[src/rtl/i2c_slave_responder_if.sv]
// Register-access and bus-level signals between the I2C target and its user/bus side.
// Signal names follow the legacy port list so existing hookups carry over unchanged.
interface i2c_slave_responder_if #(
  parameter int unsigned PTR_W = 8
) ();
  logic             scl_i;
  logic             sda_i;
  logic             sda_oe;
  logic             busy;
  logic             wr_valid;
  logic [PTR_W-1:0] wr_addr;
  logic [7:0]       wr_data;
  logic             rd_req;
  logic [PTR_W-1:0] rd_addr;
  logic [7:0]       rd_data;

  modport slave (
    input  scl_i, sda_i, rd_data,
    output sda_oe, busy, wr_valid, wr_addr, wr_data, rd_req, rd_addr
  );

  modport master (
    output scl_i, sda_i, rd_data,
    input  sda_oe, busy, wr_valid, wr_addr, wr_data, rd_req, rd_addr
  );
endinterface

[src/rtl/i2c_slave_responder.sv]
// I2C target: START/STOP decode, 7-bit address match, register pointer with auto-increment,
// byte-wide write strobes and read requests. Oversamples scl/sda on clk, never stretches scl.
module i2c_slave_responder #(
  parameter logic [6:0]  SLV_ADDR = 7'h50,
  parameter int unsigned PTR_W    = 8,
  parameter int unsigned SYNC_STG = 2
) (
  input  logic                 clk,
  input  logic                 rst,
  i2c_slave_responder_if.slave bus
);

  localparam logic [3:0] IDLE     = 4'd0;
  localparam logic [3:0] ADDR     = 4'd1;
  localparam logic [3:0] ADDR_ACK = 4'd2;
  localparam logic [3:0] IGNORE   = 4'd3;
  localparam logic [3:0] PTR      = 4'd4;
  localparam logic [3:0] WDATA    = 4'd5;
  localparam logic [3:0] DACK     = 4'd6;
  localparam logic [3:0] RDATA    = 4'd7;
  localparam logic [3:0] RACK     = 4'd8;

  logic [SYNC_STG-1:0] scl_sync_q, sda_sync_q;
  logic                scl_prev_q, sda_prev_q;
  logic [3:0]          state_q, state_d;
  logic [3:0]          cnt_q, cnt_d;
  logic [7:0]          sr_q, sr_d;
  logic                rw_q, rw_d;
  logic                nack_q, nack_d;
  logic                rd_pend_q, rd_pend_d;
  logic [PTR_W-1:0]    ptr_q, ptr_d;
  logic                sda_oe_q, sda_oe_d;
  logic                busy_q, busy_d;
  logic                wr_valid_q, wr_valid_d;
  logic [PTR_W-1:0]    wr_addr_q, wr_addr_d;
  logic [7:0]          wr_data_q, wr_data_d;
  logic                rd_req_q, rd_req_d;
  logic [PTR_W-1:0]    rd_addr_q, rd_addr_d;

  logic       scl_s, sda_s, scl_rise, scl_fall, start_c, stop_c;
  logic [7:0] byte_in;

  assign scl_s    = scl_sync_q[SYNC_STG-1];
  assign sda_s    = sda_sync_q[SYNC_STG-1];
  assign scl_rise = scl_s & ~scl_prev_q;
  assign scl_fall = ~scl_s & scl_prev_q;
  assign start_c  = scl_s & scl_prev_q & sda_prev_q & ~sda_s;
  assign stop_c   = scl_s & scl_prev_q & ~sda_prev_q & sda_s;
  assign byte_in  = {sr_q[6:0], sda_s};

  always_comb begin
    state_d    = state_q;
    cnt_d      = cnt_q;
    sr_d       = sr_q;
    rw_d       = rw_q;
    nack_d     = nack_q;
    rd_pend_d  = 1'b0;
    ptr_d      = ptr_q;
    sda_oe_d   = sda_oe_q;
    busy_d     = busy_q;
    wr_valid_d = 1'b0;
    wr_addr_d  = wr_addr_q;
    wr_data_d  = wr_data_q;
    rd_req_d   = 1'b0;
    rd_addr_d  = rd_addr_q;

    if (start_c) begin
      state_d  = ADDR;
      cnt_d    = '0;
      sda_oe_d = 1'b0;
      busy_d   = 1'b0;
    end else if (stop_c) begin
      state_d  = IDLE;
      cnt_d    = '0;
      sda_oe_d = 1'b0;
      busy_d   = 1'b0;
    end else begin
      case (state_q)
        IDLE, IGNORE: ;
        ADDR, PTR, WDATA: begin
          if (scl_rise && cnt_q < 4'd8) begin
            sr_d  = byte_in;
            cnt_d = cnt_q + 4'd1;
            if (cnt_q == 4'd7 && state_q == PTR) ptr_d = PTR_W'(byte_in);
            if (cnt_q == 4'd7 && state_q == WDATA) begin
              wr_valid_d = 1'b1;
              wr_addr_d  = ptr_q;
              wr_data_d  = byte_in;
              ptr_d      = ptr_q + 1'b1;
            end
          end else if (scl_fall && cnt_q == 4'd8) begin
            if (state_q == ADDR) begin
              rw_d = sr_q[0];
              if (sr_q[7:1] == SLV_ADDR) begin
                state_d  = ADDR_ACK;
                sda_oe_d = 1'b1;
                busy_d   = 1'b1;
              end else begin
                state_d = IGNORE;
              end
            end else begin
              state_d  = DACK;
              sda_oe_d = 1'b1;
            end
          end
        end
        ADDR_ACK, DACK: begin
          if (scl_fall) begin
            sda_oe_d = 1'b0;
            cnt_d    = '0;
            if (state_q == ADDR_ACK && rw_q) begin
              state_d   = RDATA;
              rd_req_d  = 1'b1;
              rd_addr_d = ptr_q;
              rd_pend_d = 1'b1;
            end else if (state_q == ADDR_ACK) begin
              state_d = PTR;
            end else begin
              state_d = WDATA;
            end
          end
        end
        RDATA: begin
          // rd_data arrives one clk after rd_req; first bit goes out while scl is still low
          if (rd_pend_q) begin
            sr_d     = bus.rd_data;
            sda_oe_d = ~bus.rd_data[7];
            cnt_d    = '0;
          end else if (scl_rise) begin
            cnt_d = cnt_q + 4'd1;
          end else if (scl_fall) begin
            if (cnt_q == 4'd8) begin
              sda_oe_d = 1'b0;
              ptr_d    = ptr_q + 1'b1;
              state_d  = RACK;
            end else begin
              sr_d     = {sr_q[6:0], 1'b0};
              sda_oe_d = ~sr_q[6];
            end
          end
        end
        RACK: begin
          if (scl_rise) begin
            nack_d = sda_s;
          end else if (scl_fall) begin
            if (!nack_q) begin
              state_d   = RDATA;
              rd_req_d  = 1'b1;
              rd_addr_d = ptr_q;
              rd_pend_d = 1'b1;
              cnt_d     = '0;
            end else begin
              state_d = IGNORE;
              busy_d  = 1'b0;
            end
          end
        end
        default: state_d = IDLE;
      endcase
    end
  end

  always_ff @(posedge clk or posedge rst) begin
    if (rst) begin
      scl_sync_q <= '1;
      sda_sync_q <= '1;
      scl_prev_q <= 1'b1;
      sda_prev_q <= 1'b1;
      state_q    <= IDLE;
      cnt_q      <= '0;
      sr_q       <= '0;
      rw_q       <= 1'b0;
      nack_q     <= 1'b0;
      rd_pend_q  <= 1'b0;
      ptr_q      <= '0;
      sda_oe_q   <= 1'b0;
      busy_q     <= 1'b0;
      wr_valid_q <= 1'b0;
      wr_addr_q  <= '0;
      wr_data_q  <= '0;
      rd_req_q   <= 1'b0;
      rd_addr_q  <= '0;
    end else begin
      scl_sync_q <= {scl_sync_q[SYNC_STG-2:0], bus.scl_i};
      sda_sync_q <= {sda_sync_q[SYNC_STG-2:0], bus.sda_i};
      scl_prev_q <= scl_s;
      sda_prev_q <= sda_s;
      state_q    <= state_d;
      cnt_q      <= cnt_d;
      sr_q       <= sr_d;
      rw_q       <= rw_d;
      nack_q     <= nack_d;
      rd_pend_q  <= rd_pend_d;
      ptr_q      <= ptr_d;
      sda_oe_q   <= sda_oe_d;
      busy_q     <= busy_d;
      wr_valid_q <= wr_valid_d;
      wr_addr_q  <= wr_addr_d;
      wr_data_q  <= wr_data_d;
      rd_req_q   <= rd_req_d;
      rd_addr_q  <= rd_addr_d;
    end
  end

  assign bus.sda_oe   = sda_oe_q;
  assign bus.busy     = busy_q;
  assign bus.wr_valid = wr_valid_q;
  assign bus.wr_addr  = wr_addr_q;
  assign bus.wr_data  = wr_data_q;
  assign bus.rd_req   = rd_req_q;
  assign bus.rd_addr  = rd_addr_q;

endmodule

[src/flat_wrapper.sv]
// flat-port wrapper written by rule: the top's interface ports become plain ports
module i2c_slave_responder_flat 
#(
  parameter logic [6:0]  SLV_ADDR = 7'h50,
  parameter int unsigned PTR_W    = 8,
  parameter int unsigned SYNC_STG = 2
)
  (clk, rst, bus_scl_i, bus_sda_i, bus_rd_data, bus_sda_oe, bus_busy, bus_wr_valid, bus_wr_addr, bus_wr_data, bus_rd_req, bus_rd_addr);
  i2c_slave_responder_if #(.PTR_W(PTR_W)) bus_i ();
  input  logic clk;
  input  logic rst;
  input wire logic [$bits(bus_i.scl_i)-1:0] bus_scl_i;
  input wire logic [$bits(bus_i.sda_i)-1:0] bus_sda_i;
  input wire logic [$bits(bus_i.rd_data)-1:0] bus_rd_data;
  output wire logic [$bits(bus_i.sda_oe)-1:0] bus_sda_oe;
  output wire logic [$bits(bus_i.busy)-1:0] bus_busy;
  output wire logic [$bits(bus_i.wr_valid)-1:0] bus_wr_valid;
  output wire logic [$bits(bus_i.wr_addr)-1:0] bus_wr_addr;
  output wire logic [$bits(bus_i.wr_data)-1:0] bus_wr_data;
  output wire logic [$bits(bus_i.rd_req)-1:0] bus_rd_req;
  output wire logic [$bits(bus_i.rd_addr)-1:0] bus_rd_addr;
  assign bus_i.scl_i = bus_scl_i;
  assign bus_i.sda_i = bus_sda_i;
  assign bus_i.rd_data = bus_rd_data;
  assign bus_sda_oe = bus_i.sda_oe;
  assign bus_busy = bus_i.busy;
  assign bus_wr_valid = bus_i.wr_valid;
  assign bus_wr_addr = bus_i.wr_addr;
  assign bus_wr_data = bus_i.wr_data;
  assign bus_rd_req = bus_i.rd_req;
  assign bus_rd_addr = bus_i.rd_addr;
  i2c_slave_responder #(.SLV_ADDR(SLV_ADDR), .PTR_W(PTR_W), .SYNC_STG(SYNC_STG)) u_core (.clk(clk), .rst(rst), .bus(bus_i));
endmodule
[config.mk]
export PLATFORM = sky130hd
export DESIGN_NAME = i2c_slave_responder_flat
export DESIGN_NICKNAME = d
export VERILOG_FILES = /design/src/rtl/i2c_slave_responder_if.sv /design/src/rtl/i2c_slave_responder.sv /design/src/flat_wrapper.sv
export SDC_FILE = /design/constraint.sdc
export NUM_CORES = 1
export LEC_CHECK = 0
export CAP_MARGIN = 20
export CORE_MARGIN = 2
export CORE_UTILIZATION = 48
export DETAILED_ROUTE_END_ITERATION = 10
export PLACE_DENSITY_LB_ADDON = 0.3
export SLEW_MARGIN = 20
export SYNTH_ARGS = -nofsm -noshare
export SYNTH_HDL_FRONTEND = slang
export SYNTH_SLANG_ARGS = --single-unit
[constraint.sdc]
create_clock -name clk -period 2.75 [get_ports clk]
set_input_delay 0.6875 -clock clk [delete_from_list [all_inputs] [get_ports clk]]
set_output_delay 0.6875 -clock clk [all_outputs]
set_load 0.005 [all_outputs]
==> results.md <==
- DRC viols: 0
- Setup CP Type: flop to flop
- Final net count: 339
- CP Max Fanout: 19
- WP data required: 3000 ps
- Syn avg cell area: 10.9 um^2
- Setup TNS Final: 0 ps
- Mapped Nets: 300
- Pwr/cell area: 783 nW/um^2
- Mapped Cells: 285
- Slew headroom: 0.388
- Post-detail-place hpwl: 5040 um
- Drt pass-1 iters: 5
- Initial Utilization: 0.492
- Worst hold path type: flop to flop
- Top Ports: 40
- Pwr Total: 0.00295 W
- Worst slew pin tran: 916 ps
- Logic pwr share: 0.286
- Die Ht: 84.5 um
- DRT iter0 DRCs: 144
- Termination of the worst setup path: u_core.ptr_q[2]$_DFFE_PP0P_
- R2R depth: 5
- Vias: 2416
- Setup bufs post-CTS: 0
- Via density: 5.95
- Antenna Cells: 0
- Sequential share of the synthesized area: 0.486
- P_sw: 0.00106 W
- Fin. Hold Viols: 0
- Synth area leaders: dfrtp_1 (43%), mux2_2 (15%), dfstp_2 (5.1%), nand3_1 (2.6%), o21ai_0 (2.1%)
- CTS Buffer Depth: 2
- Post-synth cell types: 57
- R2R setup slack: 330 ps
- Post-synth top area cell: dfrtp_1
- CTS tree: done
- Worst vdd ir: 0.000452 V
- Fin crit period: 2420 ps
- Num CTS Buffers: 9
- Clk_lat worst skew: 330 ps
- Total routed wirelength: 7090 um
- Met1 wire length: 3110 um
- Met2 wire len: 3480 um
- Leak: 1.64 nW
- Beginning of the critical path: u_core.state_q[1]$_DFFE_PP0P_
- Clk pwr share: 0.247
- Switching part of the total: 0.360
- Top_reg_cell synth: dfrtp_1
- WL met3: 346 um
- Total GRT Usage: 0.216
- Maxcap violations: 0
- First-pass GRT wire length: 12000 um
- RSZ-0062 raised after global routing: false
- Layout cells sized above 1: 0.240
- Crit share post-route: 0.881
- Skew final: 6.64 ps
- Synth warn: 0
- Largest net degree at the start of global routing: 27
- Post-CTS sizing: 0
- Outcome: completed
- Initial antenna violation count: 0
- DIE AREA: 7130 um^2
- WL/cell: 17.5 um
- Startpoint types: flop
- Clk root buf: clkbuf_8
- Core box area: 6310 um^2
- Async set-or-reset flop fraction in the synthesized netlist: 1.00
- Post-synth EDFFs: 0
- Reg2reg end: u_core.ptr_q[2]$_DFFE_PP0P_
- Hold buffers post-CTS: 0
- Rows: 29
- Die width: 84.5 um
- Vias in the first global route: 2327
- Crit path capture type: flop
- P&R area growth vs syn: 21.1%
- Max-slew violation count: 0
- Setup Viol. Count Final: 0
- Arr. time, crit path: 2670 ps
- FMAX: 0.413 GHz
- Clk slew on worst S/H paths: 70 ps
- ANT nets after route: 0
- Mapped cell area: 3110 um^2
- H-tree depth: 3
- Total congestion overflow: 0
- Placer Congestion: 0.917
- IO Port Bufs: 39
- Sequential power share: 0.467
- Clk sinks: 60
- Top sig layer: met4
- Final core utilization: 0.596
- Int Power: 0.00189 W
- Synth Register Bits: 60
- FILL cells: 542
- Crit Reg-Reg Startpoint: u_core.state_q[1]$_DFFE_PP0P_
- Share of Yosys cell area claimed by the top area cell type: 0.435
-- metrics by stage --
step                      std cells  hold slack, ps  worst slack [ps]  area [um^2]
after floorplan                 285             345               588         3110
after global placement          390             347               419         3570
after detailed placement        390             350               355         3570
after CTS                       406             358               353         3760
after global routing            406             367              98.5         3760
final                           406             357               328         3760
-- how the worst min path moves through the flow --
stage,startpoint,cells past startpoint,slack [ps],endpoint
after detailed placement,u_core.scl_sync_q[0]$_DFF_PP1_,0,350,u_core.scl_sync_q[1]$_DFF_PP1_
after global placement,u_core.sda_sync_q[0]$_DFF_PP1_,0,350,u_core.sda_sync_q[1]$_DFF_PP1_
after floorplan,u_core.scl_sync_q[0]$_DFF_PP1_,0,350,u_core.scl_sync_q[1]$_DFF_PP1_
after CTS,u_core.scl_sync_q[0]$_DFF_PP1_,0,360,u_core.scl_sync_q[1]$_DFF_PP1_
final,u_core.scl_sync_q[0]$_DFF_PP1_,0,360,u_core.scl_sync_q[1]$_DFF_PP1_
after global routing,u_core.scl_sync_q[0]$_DFF_PP1_,0,370,u_core.scl_sync_q[1]$_DFF_PP1_
-- synthesized netlist by cell type, drive strengths merged, types with 3 or more instances --
master	number
nor2b	5
nand3	17
buf	9
nand2	13
mux2	41
a21oi	11
a2bb2oi	5
nor4	4
or3	4
nand4	3
o22ai	5
o2111ai	4
and3	6
ha	3
dfstp	6
nor2	14
clkbuf	7
inv	15
dfrtp	54
mux2i	4
o21ai	14
nand3b	3
nand2b	4
-- registers in the layout, summed over array words and instances (netlist names) --
register             cells
u_core.bus.busy          1
u_core.bus.rd_addr       8
u_core.bus.rd_req        1
u_core.bus.sda_oe        1
u_core.bus.wr_addr       8
u_core.bus.wr_data       8
u_core.bus.wr_valid      1
u_core.cnt_q             4
u_core.nack_q            1
u_core.ptr_q             8
u_core.rw_q              1
u_core.scl_prev_q        1
u_core.scl_sync_q        2
u_core.sda_prev_q        1
u_core.sda_sync_q        2
u_core.sr_q              8
u_core.state_q           4
-- cells by family after synthesis --
group | after synthesis | synth area share
AOI/OAI and AO/OA | 58 | 0.133
xor gates and xnor gates | 1 | 0.00282
adders and majority gates | 3 | 0.0121
buffers and inverters | 31 | 0.0431
DFF | 60 | 0.486
muxes | 45 | 0.161
and+or+nand+nor | 87 | 0.162
-- power groups by stage --
stage               clock network [W]  logic (W)  registers (W)
floorplan                           0   0.000746        0.00122
global placement                    0   0.000822        0.00138
detailed placement                  0   0.000839        0.00139
CTS                          0.000749   0.000841        0.00137
global route                 0.000794   0.000954        0.00141
finish                       0.000728   0.000842        0.00138
-- metal layers --
metal	global-route usage	vias up
met5	0	-
met4	0.0880	0
met3	0.0570	14
met2	0.335	87
met1	0.290	1175
li1	-	1140
-- layout by cell type (no fill, tap or decap), drive strengths merged, types with 3 or more instances in the layout --
cell           instances
o22ai                  5
o21ai                 14
nand3                 17
inv                   15
nor2                  14
ha                     3
nand4                  3
clkbuf                11
nand3b                 3
dfrtp                 54
nand2                 13
nor2b                  5
buf                    5
and3                   6
clkdlybuf4s50         39
nor4                   4
a2bb2oi                5
clkinvlp               3
mux2                  41
or3                    4
mux2i                  4
o2111ai                4
nand2b                 4
dfstp                  6
a21oi                 11
-- worst max-delay path, stage by stage (launching register included) --
cell and delay, ps:
dfrtp_1 690, nor2_1 140, and4bb_2 290, o2111ai_1 760, inv_1 260, a2bb2oi_1 200
-- final cells by class --
cell class	instances	area, um^2	share of cell area
Inverter	15	56.3	0.0150
Clock inverter	5	36.3	0.00965
Multi-Input combinational cell	194	1470	0.391
Sequential cell	60	1510	0.401
Tap cell	77	96.3	0.0256
Clock buffer	11	151	0.0403
Timing Repair Buffer	44	440	0.117
Power figures use the tool's default switching activity.
